`src/rtl/mips_mem_pkg.sv`:
```
// Shared constants for the MIPS memory arbiter: requester indices and
// default geometry / starvation limit.
package mips_mem_pkg;

    localparam int REQ_HOST  = 0;
    localparam int REQ_DATA  = 1;
    localparam int REQ_FETCH = 2;
    localparam int NUM_REQ   = 3;

    localparam int DEF_AW           = 10;
    localparam int DEF_DW           = 32;
    localparam int DEF_STARVE_LIMIT = 4;

endpackage

```
`src/rtl/mem_arb_pick.sv`:
```
// Combinational grant pick: host always wins; a promoted fetch beats data;
// otherwise data beats fetch. Fetch is invisible while the core is halted.
module mem_arb_pick
    import mips_mem_pkg::*;
(
    input  logic [NUM_REQ-1:0] req,
    input  logic               halted,
    input  logic               promote,
    output logic [NUM_REQ-1:0] gnt
);

    logic fetch_live;

    assign fetch_live = req[REQ_FETCH] & ~halted;

    // Fixed priority with a single promotion override for fetch.
    always_comb begin
        gnt = '0;
        if (req[REQ_HOST])
            gnt[REQ_HOST] = 1'b1;
        else if (fetch_live && promote)
            gnt[REQ_FETCH] = 1'b1;
        else if (req[REQ_DATA])
            gnt[REQ_DATA] = 1'b1;
        else if (fetch_live)
            gnt[REQ_FETCH] = 1'b1;
    end

endmodule

```
`src/rtl/mips_mem_arbiter.sv`:
```
// Three-way arbiter in front of a synchronous single-port memory. Grants are
// combinational, the memory command is registered one cycle later, and read
// responses come back two cycles after the grant tagged by requester.
module mips_mem_arbiter
    import mips_mem_pkg::*;
#(
    parameter int AW           = DEF_AW,
    parameter int DW           = DEF_DW,
    parameter int STARVE_LIMIT = DEF_STARVE_LIMIT
) (
    input  logic                  clk1,
    input  logic                  rst_n,
    input  logic [NUM_REQ-1:0]    req,
    input  logic [NUM_REQ-1:0]    we,
    input  logic [NUM_REQ*AW-1:0] addr,
    input  logic [NUM_REQ*DW-1:0] wdata,
    input  logic                  halted,
    output logic [NUM_REQ-1:0]    gnt,
    output logic [NUM_REQ-1:0]    rvalid,
    output logic [DW-1:0]         rdata,
    output logic                  mem_en,
    output logic                  mem_we,
    output logic [AW-1:0]         mem_addr,
    output logic [DW-1:0]         mem_wdata,
    input  logic [DW-1:0]         mem_rdata
);

    localparam int CW = $clog2(STARVE_LIMIT + 1);

    logic [CW-1:0]      starve_cnt;
    logic               promote;
    logic [NUM_REQ-1:0] req_live;
    logic               cmd_we;
    logic [AW-1:0]      cmd_addr;
    logic [DW-1:0]      cmd_wdata;
    // [0]: command issued to memory this cycle, [1]: data on mem_rdata now
    logic [1:0][NUM_REQ-1:0] tag_pipe;

    assign promote  = (starve_cnt == CW'(STARVE_LIMIT));
    // Requests are ignored while in reset so gnt reads zero.
    assign req_live = rst_n ? req : '0;

    mem_arb_pick u_pick (
        .req     (req_live),
        .halted  (halted),
        .promote (promote),
        .gnt     (gnt)
    );

    // Mux the granted requester's command (gnt is one-hot or zero).
    always_comb begin
        cmd_we    = 1'b0;
        cmd_addr  = '0;
        cmd_wdata = '0;
        for (int i = 0; i < NUM_REQ; i++) begin
            if (gnt[i]) begin
                cmd_we    = we[i];
                cmd_addr  = addr[i*AW +: AW];
                cmd_wdata = wdata[i*DW +: DW];
            end
        end
    end

    // Count consecutive denied fetch cycles; saturate so a host-blocked
    // promoted fetch keeps its promotion.
    always_ff @(posedge clk1 or negedge rst_n) begin
        if (!rst_n)
            starve_cnt <= '0;
        else if (req[REQ_FETCH] && !gnt[REQ_FETCH] && !halted) begin
            if (!promote)
                starve_cnt <= starve_cnt + CW'(1);
        end else
            starve_cnt <= '0;
    end

    // Register the granted command toward memory; address/data hold when idle.
    always_ff @(posedge clk1 or negedge rst_n) begin
        if (!rst_n) begin
            mem_en    <= 1'b0;
            mem_we    <= 1'b0;
            mem_addr  <= '0;
            mem_wdata <= '0;
        end else begin
            mem_en <= |gnt;
            mem_we <= (|gnt) & cmd_we;
            if (|gnt) begin
                mem_addr  <= cmd_addr;
                mem_wdata <= cmd_wdata;
            end
        end
    end

    // Read tags follow the command through memory latency; reset drops them.
    always_ff @(posedge clk1 or negedge rst_n) begin
        if (!rst_n)
            tag_pipe <= '0;
        else begin
            tag_pipe[0] <= gnt & ~we;
            tag_pipe[1] <= tag_pipe[0];
        end
    end

    assign rvalid = tag_pipe[1];
    assign rdata  = (|tag_pipe[1]) ? mem_rdata : '0;

endmodule

```
`config.mk`:
```
export PLATFORM = sky130hd
export DESIGN_NAME = mips_mem_arbiter
export DESIGN_NICKNAME = d
export VERILOG_FILES = /design/src/rtl/mips_mem_pkg.sv /design/src/rtl/mem_arb_pick.sv /design/src/rtl/mips_mem_arbiter.sv
export SDC_FILE = /design/constraint.sdc
export NUM_CORES = 1
export LEC_CHECK = 0
export CAP_MARGIN = 40
export CORE_AREA = 2 2 95 97
export DETAILED_ROUTE_END_ITERATION = 12
export DIE_AREA = 0 0 97 99
export GPL_TIMING_DRIVEN = 0
export PLACE_DENSITY = 0.87
export SETUP_SLACK_MARGIN = 0.1
export SYNTH_ARGS = -nofsm -noshare
export SYNTH_HDL_FRONTEND = slang
export SYNTH_SLANG_ARGS = --single-unit
```
`constraint.sdc`:
```
create_clock -name clk1 -period 3.3 [get_ports clk1]
set_input_delay 0.66 -clock clk1 [delete_from_list [all_inputs] [get_ports clk1]]
set_output_delay 0.66 -clock clk1 [all_outputs]
set_load 0.01 [all_outputs]
```
==> impl_metrics.tcl <==
set metrics [dict create \
    status "finished clean" \
    hpwl_mm 9.33 \
    nets 742 \
    dieHeight_um 99 \
    grt_use_met3 0.0638 \
    cts_made_buffers 5 \
    antenna_found_initial 0 \
    via_per_inst 5.20 \
    grt-ovfl-total 0 \
    clock.fmax_ghz 0.328 \
    worst_path_max_delay_cell "clkdlybuf4s50_1" \
    critical_path_class "in2out" \
    coreArea_sq_um 8550 \
    crit_chain "buf_4 > buf_16 > and4bb_1 > buf_2 > nand2_1 > inv_2 > clkdlybuf4s50_1" \
    wl_per_cell_um 17.0 \
    avgSynthCellArea_sq_um 9.61 \
    finalHoldViolCount 0 \
    cts_root_buf "clkbuf_8" \
    multi_input_area_sq_um 1320 \
    die_w_um 97 \
    critPathCaptureType "output port" \
    grt_first_pass_wirelength_mm 17.8 \
    die_area_sq_um 9600 \
    num_io_pins 249 \
    portBuffers 248 \
    critPathLaunchType "input port" \
    leakage_nw 2.29 \
    fin_crit_ns 3.05 \
    drive_gt1_frac 0.0750 \
    drv_cap 0 \
    ff_latch_area_sq_um 1330 \
    ir_drop_v 0.000211 \
    fin_util 0.675 \
    cp_max_fo 40 \
    vias 3540 \
    fillerInstances 685 \
    use_met2 0.435 \
    p_total_mw 1.78 \
    finClkSkew_ns 0.0137 \
    cts_tree "yes" \
    remaining_drc_errors 0 \
    cts.sinks 53 \
    synthCells 317 \
    crit_arrival_ns 2.39 \
    drtIter0Drc 97 \
    cts_hold_buf 0 \
    ys_seq_area_frac 0.435 \
    grt_max_degree 41 \
    place.gp.congestion 0.903 \
    rows 34 \
    diodes 0 \
    dr.pass1.iters 5 \
    design_area_sq_um 5770 \
    slowest_delay_ns 0.57 \
    report.final.slew_viol_count 0 \
    initial_utilization 0.356 \
    power_density_nw_per_um2 309 \
    cts_setup_buffers 0 \
    ys_ff_latch 53 \
    syn_area_sq_um 3050 \
    htree_levels 2 \
    met1_usage 0.254 \
    synth_nets 486 \
    syn_to_final_growth_pct 89.4 \
    yosys_warnings 0 \
    placedCellCount 674 \
    clockBufferDepth 2 \
    maxSlewHeadroom 0.734 \
    track_usage 0.231 \
    holdCritPathClass "in2async" \
    path_clk_slew_ns 0.10 \
    finalSetupViolations 0 \
    finalSetupTns_ns 0 \
    insertion_delay_ns 0.31 \
    ant_nets 0 \
    crit_required_ns 2.64 \
    grt_pass1_vias 3530 \
    layout_common_cells "247 x clkdlybuf4s50_1, 53 x dfrtp_1, 44 x inv_1" \
    top_usage_layer "met2" \
    synth_cell_types 28 \
    final_common_cell "clkdlybuf4s50_1" \
    wirelength_mm 11.6 \
    rsz0062_at_grt "no" \
    tightest_slew_ns 0.398 \
    post_dp_cell_area_sq_um 5680 \
    period_share 0.924 \
    finalNonFillerCells 681 \
]
==> synthesized netlist by cell type <==
| cell type | count | area [sq um] |
|---|---|---|
| nor3_1 | 3 | 15.0 |
| mux2i_1 | 1 | 10.0 |
| a21boi_4 | 1 | 18.8 |
| nand3b_1 | 1 | 7.51 |
| buf_4 | 15 | 113 |
| o21ai_0 | 1 | 5.00 |
| and4bb_1 | 1 | 12.5 |
| a21bo_1 | 1 | 10.0 |
| nor2_1 | 1 | 3.75 |
| xnor2_1 | 1 | 8.76 |
| a31oi_1 | 1 | 6.26 |
| nand4b_4 | 1 | 23.8 |
| nor3_2 | 1 | 10.0 |
| and2_1 | 2 | 12.5 |
| buf_6 | 5 | 56.3 |
| inv_2 | 1 | 3.75 |
| buf_2 | 11 | 55.1 |
| nand2_1 | 3 | 11.3 |
| nor2b_1 | 34 | 213 |
| a32oi_1 | 42 | 368 |
| ha_1 | 2 | 25.0 |
| o211ai_1 | 42 | 315 |
| nand2b_1 | 1 | 6.26 |
| and3b_1 | 2 | 17.5 |
| nand3_1 | 43 | 215 |
| dfrtp_1 | 53 | 1330 |
| clkbuf_1 | 3 | 11.3 |
| inv_1 | 44 | 165 |
==> critical path: cells and delay by family <==
| kind | cells | cell delay [ns] |
|---|---|---|
| buf+inv | 5 | 1.39 |
| simple gates | 2 | 0.33 |
==> state kept, by name (all words and copies together), names as in the netlist <==
register	flops
tag_pipe	3
mem_addr	10
rvalid	3
mem_en	1
mem_wdata	32
starve_cnt	3
mem_we	1
==> kinds of logic (layout without fill, tap and decap cells) <==
group           after synthesis  after routing  synth area share
buf+inv                      79            335             0.133
fa+ha+maj                     2              2           0.00822
simple gates                 93             93             0.180
compound gates               88             88             0.237
mux                           1              1           0.00329
xor+xnor                      1              1           0.00288
flops                        53             53             0.435
==> final timing paths <==
check | cells past startpoint | slack (ns) | end | startpoint
worst max-delay path | 7 | 0.25 | gnt[2] | rst_n
worst min-delay path | 1 | 0.22 | mem_addr[0] | rst_n
worst max register to register | 6 | 1.60 | mem_wdata[18] | starve_cnt[0]
worst min register to register | 0 | 0.36 | rvalid[0] | tag_pipe[0]
max in group asynchronous | 2 | 2.60 | mem_wdata[18] | rst_n
min in group clk1 | 0 | 0.36 | rvalid[0] | tag_pipe[0]
==> repair_timing <==
action | 4_1_cts | 5_1_grt
setup endpoints to repair | 2 | 1
resized for setup | 1 | 1
pin swaps | 0 | 0
==> metrics by stage <==
stage          setup slack (ns)  hold WS (ns)
6_report                  0.250         0.217
5_1_grt                   0.107         0.223
4_1_cts                   0.201         0.218
3_5_place_dp             0.0467         0.336
3_3_place_gp              -1.67         0.336
2_1_floorplan              1.43         0.331
==> layout make-up <==
class / count / area share
Timing Repair Buffer: 249 / 0.435
Sequential cell: 53 / 0.230
Multi-Input combinational cell: 185 / 0.228
Buffer: 34 / 0.0408
Inverter: 45 / 0.0293
Tap cell: 108 / 0.0234
Clock buffer: 6 / 0.0126
Clock inverter: 1 / 0.00152
==> power by group <==
part           leakage, nW  internal (mW)  switching (mW)  total [mW]
logic                 1.59          0.414           0.241       0.655
registers            0.665          0.723          0.0409       0.764
clock network       0.0412          0.148           0.215       0.363
total                 2.29           1.28           0.497        1.78
==> metal layers <==
layer,wire length (um),vias up
li1,-,1665
met1,4190,1649
met2,6160,206
met3,1010,20
met4,227,0
met5,0,-
No activity file was read; power rests on OpenSTA's default activity.
